File: src/rtl/camera_capture_packer.sv
// -----------------------------------------------------------------------------
// camera_capture_packer
//
// Purpose:
//   Upstream stage of the camera_1 input path. Samples an 8-bit parallel camera
//   bus (OV7670 style) in the clk domain, packs HI/LO byte pairs into RGB565
//   pixels, tags them with start-of-frame / end-of-line markers, buffers them in
//   a small FIFO and presents a 26-bit status/pixel word with a valid/ready pop.
//
// Configuration macro:
//   CAPTURE_TEST_PATTERN_EN - when defined, each packed pixel is replaced by
//   {y[4:0], x[5:0], frame_cnt[4:0]}; timing, tags and handshake are unchanged.
//   When undefined, pixel = {hi_byte, lo_byte} and no pattern logic exists.
//
// Parameters:
//   FIFO_AW  FIFO address width, depth = 2**FIFO_AW entries of {eol,sof,pixel}
//   LINE_W   pixels per line; x wraps here, eol tagged at x == LINE_W-1
//
// Ports:
//   clk         in   system clock (>= 4x cam_pclk), all logic on rising edge
//   reset       in   synchronous active-high reset
//   cam_pclk    in   camera pixel clock, sampled as data only
//   cam_vsync   in   camera vsync, high = vertical blanking
//   cam_href    in   camera href, high = active bytes
//   cam_data    in   camera data byte
//   capture_en  in   capture enable
//   ovf_clr     in   one-cycle pulse, clears sticky overflow flag
//   out_ready   in   consumer pops head word when out_ready && out_valid
//   out_valid   out  FIFO not empty
//   out_word    out  [15:0] pixel, [16] sof, [17] eol, [18] overflow,
//                    [19] out_valid, [25:20] frame_cnt
// -----------------------------------------------------------------------------
module camera_capture_packer #(
  parameter int FIFO_AW = 4,
  parameter int LINE_W  = 640
) (
  input  logic        clk,
  input  logic        reset,
  input  logic        cam_pclk,
  input  logic        cam_vsync,
  input  logic        cam_href,
  input  logic [7:0]  cam_data,
  input  logic        capture_en,
  input  logic        ovf_clr,
  input  logic        out_ready,
  output logic        out_valid,
  output logic [25:0] out_word
);

  localparam int XW    = (LINE_W > 1) ? $clog2(LINE_W) : 1;
  localparam int YW    = 10;
  localparam int DEPTH = 1 << FIFO_AW;
  localparam int CW    = FIFO_AW + 1;

  typedef enum logic [1:0] {
    IDLE   = 2'd0,
    VBLANK = 2'd1,
    ACTIVE = 2'd2
  } state_t;

  // ---------------------------------------------------------------------------
  // Input synchronisers and edge detection
  // ---------------------------------------------------------------------------
  logic       pclk_m_r, pclk_s_r, pclk_prev_r, pclk_rise_r;
  logic       vsync_m_r, vsync_s_r, vsync_d_r, vsync_prev_r;
  logic       href_m_r, href_s_r, href_d_r, href_prev_r;
  logic [7:0] data_m_r, data_s_r, data_d_r;

  // Two-flop synchronisers followed by one aligned stage, so the registered
  // pclk rise strobe lines up with the href/vsync/data values it qualifies.
  always_ff @(posedge clk) begin
    if (reset) begin
      pclk_m_r     <= 1'b0;
      pclk_s_r     <= 1'b0;
      pclk_prev_r  <= 1'b0;
      pclk_rise_r  <= 1'b0;
      vsync_m_r    <= 1'b0;
      vsync_s_r    <= 1'b0;
      vsync_d_r    <= 1'b0;
      vsync_prev_r <= 1'b0;
      href_m_r     <= 1'b0;
      href_s_r     <= 1'b0;
      href_d_r     <= 1'b0;
      href_prev_r  <= 1'b0;
      data_m_r     <= 8'h00;
      data_s_r     <= 8'h00;
      data_d_r     <= 8'h00;
    end else begin
      pclk_m_r     <= cam_pclk;
      pclk_s_r     <= pclk_m_r;
      pclk_prev_r  <= pclk_s_r;
      pclk_rise_r  <= pclk_s_r & ~pclk_prev_r;
      vsync_m_r    <= cam_vsync;
      vsync_s_r    <= vsync_m_r;
      vsync_d_r    <= vsync_s_r;
      vsync_prev_r <= vsync_d_r;
      href_m_r     <= cam_href;
      href_s_r     <= href_m_r;
      href_d_r     <= href_s_r;
      href_prev_r  <= href_d_r;
      data_m_r     <= cam_data;
      data_s_r     <= data_m_r;
      data_d_r     <= data_s_r;
    end
  end

  logic vsync_fall_s, vsync_rise_s, href_fall_s;
  assign vsync_fall_s = vsync_prev_r & ~vsync_d_r;
  assign vsync_rise_s = ~vsync_prev_r & vsync_d_r;
  assign href_fall_s  = href_prev_r & ~href_d_r;

  // ---------------------------------------------------------------------------
  // Capture FSM
  // ---------------------------------------------------------------------------
  state_t          state_r, state_next;
  logic            start_frame_s, line_end_s, byte_hi_s, byte_lo_s;
  logic            phase_lo_r;
  logic            sof_arm_r;
  logic [7:0]      hi_r;
  logic [XW-1:0]   x_r;
  logic [YW-1:0]   y_r;
  logic [5:0]      frame_cnt_r;
  logic [15:0]     pixel_s;
  logic            eol_s;

  // FSM state register.
  always_ff @(posedge clk) begin
    if (reset) begin
      state_r <= IDLE;
    end else begin
      state_r <= state_next;
    end
  end

  // Next-state logic and per-cycle capture strobes.
  always_comb begin
    state_next    = state_r;
    start_frame_s = 1'b0;
    line_end_s    = 1'b0;
    byte_hi_s     = 1'b0;
    byte_lo_s     = 1'b0;
    case (state_r)
      IDLE: begin
        if (capture_en && vsync_d_r) begin
          state_next = VBLANK;
        end else begin
          state_next = IDLE;
        end
      end
      VBLANK: begin
        if (!capture_en) begin
          state_next = IDLE;
        end else if (vsync_fall_s) begin
          state_next    = ACTIVE;
          start_frame_s = 1'b1;
        end else begin
          state_next = VBLANK;
        end
      end
      ACTIVE: begin
        if (!capture_en) begin
          state_next = IDLE;
        end else if (vsync_rise_s) begin
          state_next = VBLANK;
        end else if (href_fall_s) begin
          line_end_s = 1'b1;
        end else if (pclk_rise_r && href_d_r) begin
          byte_hi_s = ~phase_lo_r;
          byte_lo_s = phase_lo_r;
        end else begin
          state_next = ACTIVE;
        end
      end
      default: begin
        state_next = IDLE;
      end
    endcase
  end

  // Pixel content selection and eol tag for the pixel completed this cycle.
`ifdef CAPTURE_TEST_PATTERN_EN
  logic [15:0] x_ext_s, y_ext_s;
  always_comb begin
    x_ext_s = 16'(x_r);
    y_ext_s = 16'(y_r);
    pixel_s = {y_ext_s[4:0], x_ext_s[5:0], frame_cnt_r[4:0]};
    eol_s   = (x_r == XW'(LINE_W - 1));
  end
`else
  always_comb begin
    pixel_s = {hi_r, data_d_r};
    eol_s   = (x_r == XW'(LINE_W - 1));
  end
`endif

  logic        push_r;
  logic [17:0] push_entry_r;

  // Frame/line counters, byte phase and the registered push request.
  always_ff @(posedge clk) begin
    if (reset) begin
      phase_lo_r   <= 1'b0;
      sof_arm_r    <= 1'b0;
      hi_r         <= 8'h00;
      x_r          <= '0;
      y_r          <= '0;
      frame_cnt_r  <= 6'd0;
      push_r       <= 1'b0;
      push_entry_r <= 18'h0;
    end else begin
      push_r <= 1'b0;
      if (start_frame_s) begin
        frame_cnt_r <= frame_cnt_r + 6'd1;
        y_r         <= '0;
        x_r         <= '0;
        phase_lo_r  <= 1'b0;
        sof_arm_r   <= 1'b1;
      end else if (line_end_s) begin
        // A dangling odd byte is dropped; short lines get no eol.
        phase_lo_r <= 1'b0;
        y_r        <= y_r + YW'(1);
        x_r        <= '0;
      end else if (byte_hi_s) begin
        hi_r       <= data_d_r;
        phase_lo_r <= 1'b1;
      end else if (byte_lo_s) begin
        push_r       <= 1'b1;
        push_entry_r <= {eol_s, sof_arm_r, pixel_s};
        sof_arm_r    <= 1'b0;
        phase_lo_r   <= 1'b0;
        x_r          <= eol_s ? '0 : (x_r + XW'(1));
      end else if (state_r != ACTIVE) begin
        // Leaving ACTIVE discards any held HI byte.
        phase_lo_r <= 1'b0;
      end
    end
  end

  // ---------------------------------------------------------------------------
  // FIFO with registered head/status outputs
  // ---------------------------------------------------------------------------
  logic [17:0]        mem [DEPTH];
  logic [FIFO_AW-1:0] wr_ptr_r, rd_ptr_r, rd_next_s, wr_next_s;
  logic [CW-1:0]      count_r, count_next_s;
  logic               full_s, pop_s, push_acc_s, ovf_event_s;
  logic [17:0]        head_r, head_next_s;
  logic               overflow_r, overflow_next_s;
  logic               out_valid_r;

  // Push/pop arbitration and next head value; the head register is loaded
  // from next-state so it always matches the FIFO contents.
  always_comb begin
    full_s      = (count_r == CW'(DEPTH));
    pop_s       = out_ready && (count_r != CW'(0));
    push_acc_s  = push_r && (!full_s || pop_s);
    ovf_event_s = push_r && full_s && !pop_s;
    rd_next_s   = pop_s ? (rd_ptr_r + FIFO_AW'(1)) : rd_ptr_r;
    wr_next_s   = push_acc_s ? (wr_ptr_r + FIFO_AW'(1)) : wr_ptr_r;
    case ({push_acc_s, pop_s})
      2'b10:   count_next_s = count_r + CW'(1);
      2'b01:   count_next_s = count_r - CW'(1);
      default: count_next_s = count_r;
    endcase
    if (count_next_s == CW'(0)) begin
      head_next_s = 18'h0;
    end else if (push_acc_s && (wr_ptr_r == rd_next_s)) begin
      // Next head is the entry being written this cycle.
      head_next_s = push_entry_r;
    end else begin
      head_next_s = mem[rd_next_s];
    end
    if (ovf_event_s) begin
      overflow_next_s = 1'b1;
    end else if (ovf_clr) begin
      overflow_next_s = 1'b0;
    end else begin
      overflow_next_s = overflow_r;
    end
  end

  // FIFO storage write port.
  always_ff @(posedge clk) begin
    if (push_acc_s) begin
      mem[wr_ptr_r] <= push_entry_r;
    end
  end

  // FIFO pointers, count, head and status registers.
  always_ff @(posedge clk) begin
    if (reset) begin
      wr_ptr_r    <= '0;
      rd_ptr_r    <= '0;
      count_r     <= '0;
      head_r      <= 18'h0;
      overflow_r  <= 1'b0;
      out_valid_r <= 1'b0;
    end else begin
      wr_ptr_r    <= wr_next_s;
      rd_ptr_r    <= rd_next_s;
      count_r     <= count_next_s;
      head_r      <= head_next_s;
      overflow_r  <= overflow_next_s;
      out_valid_r <= (count_next_s != CW'(0));
    end
  end

  assign out_valid = out_valid_r;
  assign out_word  = {frame_cnt_r, out_valid_r, overflow_r, head_r};

endmodule
File: config.mk
export PLATFORM = sky130hd
export DESIGN_NAME = camera_capture_packer
export DESIGN_NICKNAME = d
export VERILOG_FILES = /design/src/rtl/camera_capture_packer.sv
export SDC_FILE = /design/constraint.sdc
export NUM_CORES = 1
export LEC_CHECK = 0
export ABC_AREA = 1
export ABC_CLOCK_PERIOD_IN_PS = 6700
export CAP_MARGIN = 10
export CORE_MARGIN = 2
export CORE_UTILIZATION = 50
export DETAILED_ROUTE_END_ITERATION = 6
export GPL_TIMING_DRIVEN = 0
export PLACE_DENSITY = 0.74
export SYNTH_ARGS = -nofsm -noshare
export SYNTH_HDL_FRONTEND = slang
export SYNTH_SLANG_ARGS = --single-unit
export TNS_END_PERCENT = 100
File: constraint.sdc
create_clock -name clk -period 6.7 [get_ports clk]
set_clock_uncertainty 0.2 [all_clocks]
set_input_delay 1.34 -clock clk [delete_from_list [all_inputs] [get_ports clk]]
set_output_delay 1.34 -clock clk [all_outputs]
set_load 0.005 [all_outputs]
Word-level counts from Yosys, hierarchy flattened
Memories as Yosys holds them, arrays and structs flattened. A register that Yosys moved wholly into a read port is not among the register bits.
Cells that the tools add are included.
{ "word_totals": {"latchBits": 0, "word_cells": 122, "ram_bits": 288, "rom_bits": 0, "input_bits": 16, "register_bits": 98, "out_inout_bits": 27, "memories": 1} }
{ "memory_table": {"columns": ["name", "words", "word_bits", "rd", "rd_clocked_by_memory_dff", "write_ports", "line", "source"], "rows": [
  ["mem", 16, 18, 1, 1, 1, "242", "logic [17:0] mem [DEPTH];"]
]} }
{ "classes": {"mux": 40, "shift": 0, "add_sub_neg": 6, "div_mod_pow": 0, "reduce_logical": 24, "mul": 0, "n_lt_le_gt_ge": 0, "bitwise_logic": 12, "eq_ne": 11} }
{ "ops": {"columns": ["operator", "count"], "rows": [
  ["1-bit two-way mux", 30],
  ["2-bit two-way mux", 6],
  ["10-bit by 1-bit adder with 10-bit output (second input constant)", 1],
  ["10-bit == test (second input constant)", 1],
  ["10-bit two-way mux", 1],
  ["5-bit case mux with 2 select lines", 1],
  ["5-bit nonzero test", 2],
  ["4-bit by 1-bit adder with 4-bit output (second input constant)", 2],
  ["4-bit != test (second input constant)", 2],
  ["1-bit NOT", 8],
  ["6-bit by 1-bit adder with 6-bit output (second input constant)", 1],
  ["1-bit logical AND", 6],
  ["2-bit != test (second input constant)", 3],
  ["2-bit case mux with 3 select lines", 1],
  ["3-bit AND reduction", 2],
  ["5-bit by 1-bit adder with 5-bit output (second input constant)", 1],
  ["5-bit == test (second input constant)", 1],
  ["5-bit zero test", 1],
  ["5-bit by 1-bit subtractor with 5-bit output (second input constant)", 1],
  ["1-bit bitwise AND", 4],
  ["2-bit by 1-bit == test with 1-bit output (second input constant)", 2],
  ["2-bit == test (second input constant)", 2],
  ["4-bit two-way mux", 1],
  ["2-bit AND reduction", 2],
  ["9 further kinds", 11]
]} }

Logic depth before layout (Yosys ltp)
Gate-level depths: netlist (run 1).
{ "logic_depth": {"depth_word": 10, "mapped_depth": 21, "mapped_depth_nobuf": 20} }

Worst setup path after synthesis (run 1)
OpenSTA, ideal clock, no wires.
{ "synth_timing": {"path_type": "input port to flip-flop", "from": "input out_ready", "to": "memory mem[11][0], enable pin", "slack_ps": 3529, "t_arrival_ps": 2579, "n_path_buf": 0, "setup_ps": 393, "t_required_ps": 6107, "cell_stages": 6, "path_cell_list": "nor2_1 > nand3_1 > nand2_1 > inv_1 > nand2_1 > nor2_1"} }
{ "synth_via": {"elab_chain_cells": 5} }
{ "synth_rtl": {"columns": ["item", "line", "source"], "rows": [
  ["start, declared", "45", "input logic out_ready,"],
  ["1-bit logical AND", "254", "pop_s = out_ready && (count_r != CW'(0));"],
  ["1-bit logical OR", "255", "push_acc_s = push_r && (!full_s || pop_s);"],
  ["1-bit logical AND", "255", null],
  ["1-bit two-way mux", "283", "if (push_acc_s) begin"],
  ["1-bit two-way mux (not written as such)", "284", "mem[wr_ptr_r] <= push_entry_r;"],
  ["end, declared", "242", null]
]} }
No other way between the ends.

Worst setup path after layout (run 1)
{ "layout_timing": {"from": "input out_ready", "to": "register head_r[9] (read register of mem)"} }
{ "layout_via": {"elab_chain_cells": 7, "word_cells_on_any_way": 9, "cone_classes": "eq/ne (2); mux (2); reduce/logical (5)"} }
{ "layout_rtl": {"columns": ["item", "line", "source"], "rows": [
  ["1-bit logical AND (*)", "254", null],
  ["1-bit logical OR", "255", null],
  ["1-bit logical AND", "255", null],
  ["2-bit by 1-bit == test with 1-bit output / 2-bit == test (equally long branches)", "259", "case ({push_acc_s, pop_s})"],
  ["5-bit case mux with 2 select lines", "259", null],
  ["5-bit zero test", "264", "if (count_next_s == CW'(0)) begin"],
  ["2-bit OR reduction (no source line)", null, null],
  ["end, declared", "246", "logic [17:0] head_r, head_next_s;"]
]} }
Mark *: on every way between the ends. The rest lies on a longest branch, timed or not.
A chain may end at the register's enable or synchronous reset.

==> flow_metrics.tcl, run 1 <==
set metrics [dict create \
    status "complete, no violations" \
    std_cell_rows 67 \
    post-route-worst-setup-slack_ns 2.54 \
    timing.critical_path.cells "clkdlybuf4s50_1 -> nand2_4 -> nand2_2 -> clkbuf_1 -> buf_2 -> nand3b_1 -> nand3_1 -> nand3_1 -> nand3_1 -> nand2_1 -> nand2_1 -> nand2_1 -> nand2_1 -> inv_1" \
    design_area_mm2 0.0198 \
    postRouteWirelength_um 44700 \
    number_of_global_route_vias_before_repair 12000 \
    post_route_cells_drive_above_1_share 0.0869 \
    dpl_cell_area_mm2 0.0184 \
    power.sequential.fraction 0.346 \
    timing.hold.worst.class "reg2reg" \
    most_repeated_library_cell_on_the_critical_path "sky130_fd_sc_hd__nand2_1" \
    worst_skew_pair.late_latency_ns 0.53 \
    finalNonFillerCells 2300 \
    port_buffers 41 \
    synth_seq_area_share 0.638 \
    worst_ep_required_time_ns 6.94 \
    post-layout-total-power_mw 7.83 \
    regToRegSetupSlack_ns 3.35 \
    cts_inserted_buffers 42 \
    post-route-min-period_ns 4.16 \
    vias_per_cell 5.45 \
    postSynthAreaPerCell_um2 9.95 \
    postSynth.topFlopCell "sky130_fd_sc_hd__edfxtp_1" \
    worst_r2r_path_depth 14 \
    setup_violations 0 \
    period_share 0.621 \
    ctsRootBufferMaster "sky130_fd_sc_hd__clkbuf_16" \
    p_comb_frac 0.355 \
    grt_antenna_before_repair 0 \
    grt_pass1_wl_um 68800 \
    floorplan.die_area_mm2 0.0359 \
    cell_internal_pwr_mw 4.90 \
    cts_repair_resize_count 0 \
    via_count 12500 \
    gp_congestion 0.981 \
    grt_setup_unrepaired "false" \
    critPathMaxStageDelay_ns 0.72 \
    fin_setup_tns_ns 0 \
    cts.sinks 404 \
    drt_drc_violations_left 0 \
    antenna_cells 0 \
    layout.nets 1845 \
    final_antenna_net_count 0 \
    switching_share 0.374 \
    pre_cts_setup_slack_ns 2.12 \
    clock_tree_from_tritoncts "built" \
    largest_net_degree_at_the_start_of_global_routing 19 \
    layout.cells.most_common_list "sky130_fd_sc_hd__nand2_1 (319), sky130_fd_sc_hd__nand3_1 (312), sky130_fd_sc_hd__edfxtp_1 (288)" \
    placed_cells 2225 \
    maxClockFrequency_mhz 240 \
    worst_hold_startpoint "data_m_r[1]" \
    setup.worst_path.end_class "register" \
    power.share.clock 0.299 \
    hold-path-endpoint "data_s_r[1]" \
    dr.pass1.iters 7 \
    timing.critical_path.max_delay_family "buffers and inverters" \
    dp_hpwl_um 30100 \
    drv.max_cap_violation_count 0 \
    worstMarginPinSlew_ns 1.05 \
    finalHoldWorstSlack_ns 0.198 \
    clk_pin_slew_worst_paths_ns 0.07 \
    critPathKind "in2reg" \
    utilization 0.586 \
    post_synth_inst_count 1727 \
    syn_to_final_growth_pct 14.9 \
    critPathSlowestCell "sky130_fd_sc_hd__clkdlybuf4s50_1" \
    cts.hold.buffers_added 0 \
    syn_nets 1751 \
    detail_route.iter0.violations 1286 \
    grt_usage 0.253 \
    cts_max_path_buffers 3 \
    initial_core_util 0.510 \
    timing_hold_violations_final 0 \
    post_drt_wl_per_cell_um 19.4 \
    area_of_the_placeable_core_mm2 0.0337 \
    cp-start-kind "input port" \
    netlist_cell_types 39 \
    max-slew-margin-rel 0.298 \
    fillCellCount 2753 \
    die_width_um 189 \
    crit_arrival_ns 4.40 \
    reg2reg_from "count_r[1]" \
    power_density_mw_per_mm2 396 \
    number_of_levels_in_the_clock_h_tree 2 \
    critPathMaxFanout 10 \
    max-vdd-ir-drop_mv 0.200 \
    timing.critical_path.buf_inv 4 \
    synth_seq_cells 404 \
    layout.cells.most_common "sky130_fd_sc_hd__nand2_1" \
    io_pins 43 \
    yosysWarningCount 0 \
    die_height_um 189 \
    drv_slew 0 \
    total_leakage_power_nw 8.08 \
    worstReg2RegEnd "head_r[9]" \
    post_cts_buffers 0 \
    syn_area_mm2 0.0172 \
    synth-edff-count 288 \
    whs_path_depth 2 \
    grt_overflow 0 \
    asyncSetResetFlopFracSynth 0 \
    total_net_switching_power_mw 2.93 \
]
## worst max-delay path by stage
stage	from	endpoint	slack, ns	depth (start not counted)
floorplan	out_ready	mem[11][0]	3.53	6
global placement	out_ready	mem[2][13]	1.94	7
detailed placement	out_ready	head_r[9]	2.12	14
CTS	out_ready	head_r[9]	2.60	14
global route	out_ready	head_r[9]	2.44	14
finish	out_ready	head_r[9]	2.54	14
## per-layer routing
| metal | global-route usage | wire (um) | vias up |
|---|---|---|---|
| li1 | - | - | 5927 |
| met1 | 0.347 | 17900 | 5935 |
| met2 | 0.395 | 20200 | 579 |
| met3 | 0.0512 | 4720 | 93 |
| met4 | 0.104 | 1860 | 0 |
| met5 | 0 | 0 | - |
## final cells by class
type / count / area (um^2) / area share
buffer: 93 / 414 / 0.0210
clock buffer: 53 / 1160 / 0.0589
clock inverter: 22 / 234 / 0.0118
inverter: 276 / 1040 / 0.0526
multi-input combinational: 954 / 4800 / 0.243
sequential: 404 / 11000 / 0.555
tap: 448 / 561 / 0.0284
timing repair buffer: 50 / 567 / 0.0287
## cells in the mapped netlist, types with 2 or more instances
library cell / instances / area share
sky130_fd_sc_hd__inv_2: 5 / 0.0011
sky130_fd_sc_hd__nand3b_1: 108 / 0.047
sky130_fd_sc_hd__a21oi_1: 43 / 0.013
sky130_fd_sc_hd__o21ai_0: 11 / 0.0032
sky130_fd_sc_hd__nor3_1: 11 / 0.0032
sky130_fd_sc_hd__buf_1: 6 / 0.0013
sky130_fd_sc_hd__ha_1: 8 / 0.0058
sky130_fd_sc_hd__nor2_2: 2 / 0.00073
sky130_fd_sc_hd__nand2_2: 3 / 0.0011
sky130_fd_sc_hd__inv_1: 269 / 0.059
sky130_fd_sc_hd__o22ai_1: 2 / 0.00073
sky130_fd_sc_hd__xor2_1: 3 / 0.0015
sky130_fd_sc_hd__nor2_4: 2 / 0.0013
sky130_fd_sc_hd__nand2_1: 319 / 0.070
sky130_fd_sc_hd__dfxtp_1: 116 / 0.14
sky130_fd_sc_hd__buf_2: 46 / 0.013
sky130_fd_sc_hd__nand3_2: 2 / 0.0012
sky130_fd_sc_hd__edfxtp_1: 288 / 0.50
sky130_fd_sc_hd__buf_4: 2 / 0.00087
sky130_fd_sc_hd__nand3_4: 2 / 0.0020
sky130_fd_sc_hd__nand4_1: 25 / 0.0091
sky130_fd_sc_hd__nand3_1: 312 / 0.091
sky130_fd_sc_hd__clkbuf_1: 39 / 0.0085
sky130_fd_sc_hd__o21ai_1: 4 / 0.0012
sky130_fd_sc_hd__nor2_1: 84 / 0.018
sky130_fd_sc_hd__nor4_1: 2 / 0.00073
## worst register-to-register path, stage by stage, from the launching register on
cell	delay, ns
sky130_fd_sc_hd__dfxtp_1	0.34
sky130_fd_sc_hd__nor2_2	0.23
sky130_fd_sc_hd__nand3_4	0.17
sky130_fd_sc_hd__nand3_2	0.32
sky130_fd_sc_hd__clkbuf_1	0.68
sky130_fd_sc_hd__buf_2	0.36
sky130_fd_sc_hd__nand3b_1	0.10
sky130_fd_sc_hd__nand3_1	0.13
sky130_fd_sc_hd__nand3_1	0.14
sky130_fd_sc_hd__nand3_1	0.27
sky130_fd_sc_hd__nand2_1	0.10
sky130_fd_sc_hd__nand2_1	0.08
sky130_fd_sc_hd__nand2_1	0.05
sky130_fd_sc_hd__nand2_1	0.06
sky130_fd_sc_hd__inv_1	0.04
## flip-flops by register name, summed over array words and instances, names as in the netlist, 2 cells and up
signal and count:
mem 288, head_r 18, push_entry_r 18, x_r 10
data_d_r 8, data_m_r 8, data_s_r 8, hi_r 8
frame_cnt_r 6, count_r 5, rd_ptr_r 4, wr_ptr_r 4
state_r 2
## kinds of logic after synthesis
kind of cell | after synthesis | share of synthesized area
adder cells (fa/ha/maj) | 8 | 0.00582
flip-flops | 404 | 0.638
AO/OA/AOI/OAI | 66 | 0.0215
AND/OR/NAND/NOR | 874 | 0.246
XOR/XNOR | 5 | 0.00298
buffers and inverters | 369 | 0.0845
multiplexers | 1 | 0.000582
## power groups by stage
stage          registers [mW]  logic, mW  clock network, mW
2_1_floorplan            2.76       1.80                  0
3_3_place_gp             2.76       2.64                  0
3_5_place_dp             2.76       2.68                  0
4_1_cts                  2.71       2.71               2.35
5_1_grt                  2.71       3.02               2.45
6_report                 2.71       2.78               2.34
Power figures use the tool's default switching activity.
==> run 2: changes to the inputs <==
--- a/config.mk
+++ b/config.mk
@@ -6,13 +6,13 @@
 export NUM_CORES = 1
 export LEC_CHECK = 0
 export ABC_AREA = 1
-export ABC_CLOCK_PERIOD_IN_PS = 6700
+export ABC_CLOCK_PERIOD_IN_PS = 3600
 export CAP_MARGIN = 10
 export CORE_MARGIN = 2
 export CORE_UTILIZATION = 50
 export DETAILED_ROUTE_END_ITERATION = 6
 export GPL_TIMING_DRIVEN = 0
-export PLACE_DENSITY = 0.74
+export PLACE_DENSITY = 0.76
 export SYNTH_ARGS = -nofsm -noshare
 export SYNTH_HDL_FRONTEND = slang
 export SYNTH_SLANG_ARGS = --single-unit
==> constraint.sdc (replaced) <==
create_clock -name clk -period 3.6 [get_ports clk]
set_clock_uncertainty 0.2 [all_clocks]
set_input_delay 0.72 -clock clk [delete_from_list [all_inputs] [get_ports clk]]
set_output_delay 0.72 -clock clk [all_outputs]
set_load 0.005 [all_outputs]
==> flow_metrics.tcl, run 2 (synthesis results as in run 1) <==
set metrics [dict create \
    status "complete, no violations" \
    postRouteWirelength_um 45100 \
    largest_register_ff_count 288 \
    max-vdd-ir-drop_mv 0.430 \
    dp_hpwl_um 30400 \
    syn_to_final_growth_pct 14.7 \
    top_flop_regs "mem x288, head_r x18, push_entry_r x18" \
    fillCellCount 2749 \
    post_cts_buffers 0 \
    power_density_mw_per_mm2 722 \
    critPathMaxFanout 10 \
    crit_arrival_ns 3.72 \
    cts_repair_resize_count 0 \
    largest_net_degree_at_the_start_of_global_routing 19 \
    crit_path_end "head_r[7]" \
    port_buffers 41 \
    drv.max_cap_violation_count 0 \
    worstMarginPinSlew_ns 1.21 \
    io_pins 43 \
    drv_slew 0 \
    max-slew-margin-rel 0.193 \
    maxClockFrequency_mhz 285 \
    floorplan.die_area_mm2 0.0359 \
    design_area_mm2 0.0197 \
    final_antenna_net_count 0 \
    timing.hold.worst.class "reg2reg" \
    grt_usage 0.254 \
    die_height_um 189 \
    cts.sinks 404 \
    grt_use_met1 0.332 \
    critPathMaxStageDelay_ns 0.60 \
    finalHoldWorstSlack_ns 0.191 \
    fin_setup_tns_ns 0 \
    dr.pass1.iters 6 \
    cts_inserted_buffers 40 \
    grt_overflow 0 \
    placed_cells 2230 \
    via_count 12800 \
    post_route_cells_drive_above_1_share 0.0842 \
    switching_share 0.383 \
    finalNonFillerCells 2302 \
    multiInputGateArea_mm2 0.00481 \
    use_met3 0.0480 \
    total_net_switching_power_mw 5.45 \
    worstReg2RegEnd "head_r[7]" \
    cell_internal_pwr_mw 8.79 \
    ff_latch_area_mm2 0.0110 \
    period_share 0.975 \
    setup_violations 0 \
    critPathSlowestCell "sky130_fd_sc_hd__clkbuf_1" \
    grt_setup_unrepaired "false" \
    power.share.clock 0.286 \
    number_of_global_route_vias_before_repair 12400 \
    dpl_cell_area_mm2 0.0184 \
    layout.cells.most_common "sky130_fd_sc_hd__nand2_1" \
    area_of_the_placeable_core_mm2 0.0337 \
    timing_hold_violations_final 0 \
    vias_per_cell 5.56 \
    cp-start-kind "input port" \
    cts_max_path_buffers 3 \
    die_width_um 189 \
    drt_drc_violations_left 0 \
    critical_path.startpoint "out_ready" \
    total_leakage_power_nw 7.88 \
    power.sequential.fraction 0.354 \
    clock_tree_from_tritoncts "built" \
    clk_pin_slew_worst_paths_ns 0.06 \
    std_cell_rows 67 \
    grt_antenna_before_repair 1 \
    layout.cells.most_common_list "sky130_fd_sc_hd__nand2_1 (319), sky130_fd_sc_hd__nand3_1 (312), sky130_fd_sc_hd__edfxtp_1 (288)" \
    post-route-min-period_ns 3.51 \
    grt_most_used_layer "met2" \
    grt_pass1_wl_um 69100 \
    initial_core_util 0.510 \
    layout.nets 1848 \
    setup.worst_path.end_class "register" \
    worst_r2r_path_depth 14 \
    gp_congestion 0.936 \
    largest_register "mem" \
    regToRegSetupSlack_ns 0.23 \
    reg2reg_from "count_r[2]" \
    p_comb_frac 0.360 \
    detail_route.iter0.violations 1533 \
    critPathKind "in2reg" \
    timing.critical_path.cells "clkdlybuf4s50_1 -> nand3_2 -> clkbuf_1 -> buf_2 -> nand3b_1 -> nand3_1 -> nand3_1 -> nand3_1 -> nand2_1 -> nand2_1 -> nand2_1 -> nand2_1 -> inv_1" \
    post_drt_wl_per_cell_um 19.6 \
    worst_ep_required_time_ns 3.81 \
    most_repeated_library_cell_on_the_critical_path "sky130_fd_sc_hd__nand2_1" \
    ctsRootBufferMaster "sky130_fd_sc_hd__clkbuf_16" \
    cts.hold.buffers_added 0 \
    number_of_levels_in_the_clock_h_tree 2 \
    met2_usage 0.403 \
    worst_skew_pair.late_latency_ns 0.53 \
]
run 2: cell types whose count changed in the layout (fill, tap and decap cells not counted), moves of 2 or more:
cell and change:
sky130_fd_sc_hd__buf_8 +5, sky130_fd_sc_hd__clkbuf_1 +5, sky130_fd_sc_hd__clkinv_2 -5, sky130_fd_sc_hd__clkinv_1 +3, sky130_fd_sc_hd__clkinvlp_4 -3, sky130_fd_sc_hd__bufinv_16 -2
sky130_fd_sc_hd__nor2_1 -2, sky130_fd_sc_hd__nor2_2 +2
run 2: final cells by class:
type | instances | share of cell area
Tap cell | 448 | 0.0284
Clock buffer | 59 | 0.0596
Clock inverter | 12 | 0.00539
Inverter | 276 | 0.0527
Sequential cell | 404 | 0.556
Multi-Input combinational cell | 954 | 0.244
Antenna cell | 1 | 0.000127
Timing Repair Buffer | 55 | 0.0326
Buffer | 93 | 0.0211
run 2: worst max-delay path: cells and delay by family:
kind / cells / cell delay [ns]
buffers and inverters: 4 / 1.59
and+or+nand+nor: 9 / 1.39
run 2: worst min path at each step:
stage / to / cells past startpoint / slack, ns / start
3_3_place_gp: pclk_rise_r / 1 / 0.18 / pclk_prev_r
6_report: pclk_rise_r / 1 / 0.19 / pclk_prev_r
5_1_grt: data_s_r[5] / 2 / 0.21 / data_m_r[5]
3_5_place_dp: pclk_rise_r / 1 / 0.19 / pclk_prev_r
2_1_floorplan: pclk_rise_r / 1 / 0.17 / pclk_prev_r
4_1_cts: pclk_rise_r / 1 / 0.20 / pclk_prev_r
run 2: power groups by stage:
stage          Combinational [mW]  Clock [mW]  Sequential (mW)
4_1_cts                      4.99        4.09             5.04
5_1_grt                      5.51        4.29             5.04
3_3_place_gp                 4.84           0             5.14
2_1_floorplan                3.13           0             5.13
3_5_place_dp                 4.92           0             5.14
6_report                     5.13        4.07             5.04
run 2: through the flow:
stage / power (mW) / util / worst slack, ns
floorplan: 8.26 / - / 1.05
global placement: 9.98 / 0.539 / -0.445
detailed placement: 10.1 / 0.547 / -0.454
CTS: 14.1 / 0.585 / 0.0509
global route: 14.8 / 0.585 / 0.0144
finish: 14.2 / 0.585 / 0.0889
run 2: routing by layer:
layer / vias up / part of all wire / routed length (um)
met2: 695 / 0.45 / 20400
met3: 172 / 0.097 / 4390
met4: 0 / 0.062 / 2810
li1: 5929 / - / -
met5: - / 0 / 0
met1: 6005 / 0.39 / 17500
==> run 3: changes to the inputs <==
--- a/config.mk
+++ b/config.mk
@@ -8,7 +8,7 @@
 export ABC_AREA = 1
 export ABC_CLOCK_PERIOD_IN_PS = 3600
 export CAP_MARGIN = 10
-export CORE_MARGIN = 2
+export CORE_MARGIN = 3
 export CORE_UTILIZATION = 50
 export DETAILED_ROUTE_END_ITERATION = 6
 export GPL_TIMING_DRIVEN = 0
==> flow_metrics.tcl, run 3 (synthesis results as in run 1) <==
set metrics [dict create \
    cts.sinks 404 \
    gp_congestion 0.982 \
    worst_skew_pair.late_latency_ns 0.54 \
    post-route-min-period_ns 3.35 \
    cts_max_path_buffers 3 \
    dpl_cell_area_mm2 0.0183 \
    std_cell_rows 67 \
    layout.cells.most_common "sky130_fd_sc_hd__nand2_1" \
    post_cts_buffers 0 \
    max-slew-margin-rel 0.250 \
    grt_pass1_wl_um 67700 \
    number_of_levels_in_the_clock_h_tree 2 \
    via_count 12600 \
    post-route-worst-setup-slack_ns 0.254 \
    fin_setup_tns_ns 0 \
    grt_setup_unrepaired "false" \
    clock_tree_from_tritoncts "built" \
    critPathMaxFanout 10 \
    fillCellCount 2779 \
    ctsRootBufferMaster "sky130_fd_sc_hd__clkbuf_16" \
    detail_route.iter0.violations 1394 \
    layout.nets 1844 \
    post_route_cells_drive_above_1_share 0.0822 \
    port_buffers 41 \
    grt_antenna_before_repair 0 \
    area_of_the_placeable_core_mm2 0.0337 \
    setup_violations 0 \
    worstMarginPinSlew_ns 1.12 \
    floorplan.die_area_mm2 0.0366 \
    layout.cells.most_common_list "sky130_fd_sc_hd__nand2_1 (319), sky130_fd_sc_hd__nand3_1 (312), sky130_fd_sc_hd__edfxtp_1 (288)" \
    power_density_mw_per_mm2 722 \
    power.sequential.fraction 0.355 \
    grt_usage 0.243 \
    utilization 0.585 \
    cell_internal_pwr_mw 9.00 \
    io_pins 43 \
    top_flop_regs "mem x288, head_r x18, push_entry_r x18" \
    dp_hpwl_um 30200 \
    max-vdd-ir-drop_mv 0.425 \
    crit_arrival_ns 3.58 \
    setup.worst_path.end_class "register" \
    largest_register "mem" \
    period_share 0.929 \
    worst_ep_required_time_ns 3.83 \
    design_area_mm2 0.0197 \
    cts.hold.buffers_added 0 \
    final_antenna_net_count 0 \
    initial_core_util 0.510 \
    clk_pin_slew_worst_paths_ns 0.06 \
    grt_overflow 0 \
    switching_share 0.367 \
    post_drt_wl_per_cell_um 19.4 \
    largest_net_degree_at_the_start_of_global_routing 19 \
    p_comb_frac 0.341 \
    finalHoldWorstSlack_ns 0.198 \
    power.share.clock 0.305 \
    drt_drc_violations_left 0 \
    cts_repair_resize_count 0 \
    multiInputGateArea_mm2 0.00481 \
    postRouteWirelength_um 44500 \
    dr.pass1.iters 6 \
    timing.hold.worst.class "reg2reg" \
    die_width_um 191 \
    number_of_global_route_vias_before_repair 12000 \
    drv.max_cap_violation_count 0 \
    ff_latch_area_mm2 0.0110 \
    vias_per_cell 5.51 \
    maxClockFrequency_mhz 299 \
    total_net_switching_power_mw 5.23 \
    status "complete, no violations" \
    antenna_cells 0 \
    critPathKind "in2reg" \
    drv_slew 0 \
    cts_inserted_buffers 41 \
    timing_hold_violations_final 0 \
    cp-start-kind "input port" \
    pre_cts_setup_slack_ns -0.363 \
    die_height_um 191 \
    syn_to_final_growth_pct 14.6 \
    largest_register_ff_count 288 \
    total_leakage_power_nw 7.88 \
]
[run 3: final timing paths]
kind | startpoint | depth (start not counted) | slack (ns) | endpoint
worst max register to register | count_r[2] | 14 | 0.46 | head_r[1]
worst min-delay path | pclk_prev_r | 1 | 0.20 | pclk_rise_r
worst min register to register | pclk_prev_r | 1 | 0.20 | pclk_rise_r
worst max-delay path | out_ready | 13 | 0.25 | head_r[1]
[run 3: per-layer routing]
layer,GRT usage,up-vias,share of wire
li1,-,5948,-
met1,0.335,5938,0.40
met2,0.380,659,0.45
met3,0.0508,103,0.11
met4,0.0951,0,0.040
met5,0,-,0
[run 3: critical path, cell delays in order]
cell,delay [ns]
sky130_fd_sc_hd__clkdlybuf4s50_1,0.63
sky130_fd_sc_hd__nand3_4,0.32
sky130_fd_sc_hd__clkbuf_1,0.61
sky130_fd_sc_hd__buf_2,0.40
sky130_fd_sc_hd__nand3b_1,0.12
sky130_fd_sc_hd__nand3_1,0.12
sky130_fd_sc_hd__nand3_1,0.15
sky130_fd_sc_hd__nand3_1,0.11
sky130_fd_sc_hd__nand2_1,0.08
sky130_fd_sc_hd__nand2_1,0.08
sky130_fd_sc_hd__nand2_1,0.11
sky130_fd_sc_hd__nand2_1,0.09
sky130_fd_sc_hd__inv_1,0.04
[run 3: power by group through the flow]
stage	sequential, mW	clock [mW]	combinational, mW
global route	5.05	4.56	5.28
CTS	5.04	4.35	4.75
finish	5.05	4.33	4.85
floorplan	5.13	0	3.13
detailed placement	5.14	0	4.70
global placement	5.14	0	4.60
[run 3: cell type report]
type                            instances  share of cell area
Clock buffer                           53              0.0565
Clock inverter                         19              0.0130
Buffer                                 93              0.0211
Tap cell                              448              0.0284
Multi-Input combinational cell        954               0.244
Inverter                              276              0.0527
Sequential cell                       404               0.557
Timing Repair Buffer                   50              0.0273
[run 3: per-stage QoR]
step	power, mW	instances
6_report	14.2	2297
5_1_grt	14.9	2297
4_1_cts	14.1	2297
3_5_place_dp	9.84	2225
3_3_place_gp	9.74	2216
2_1_floorplan	8.26	1727
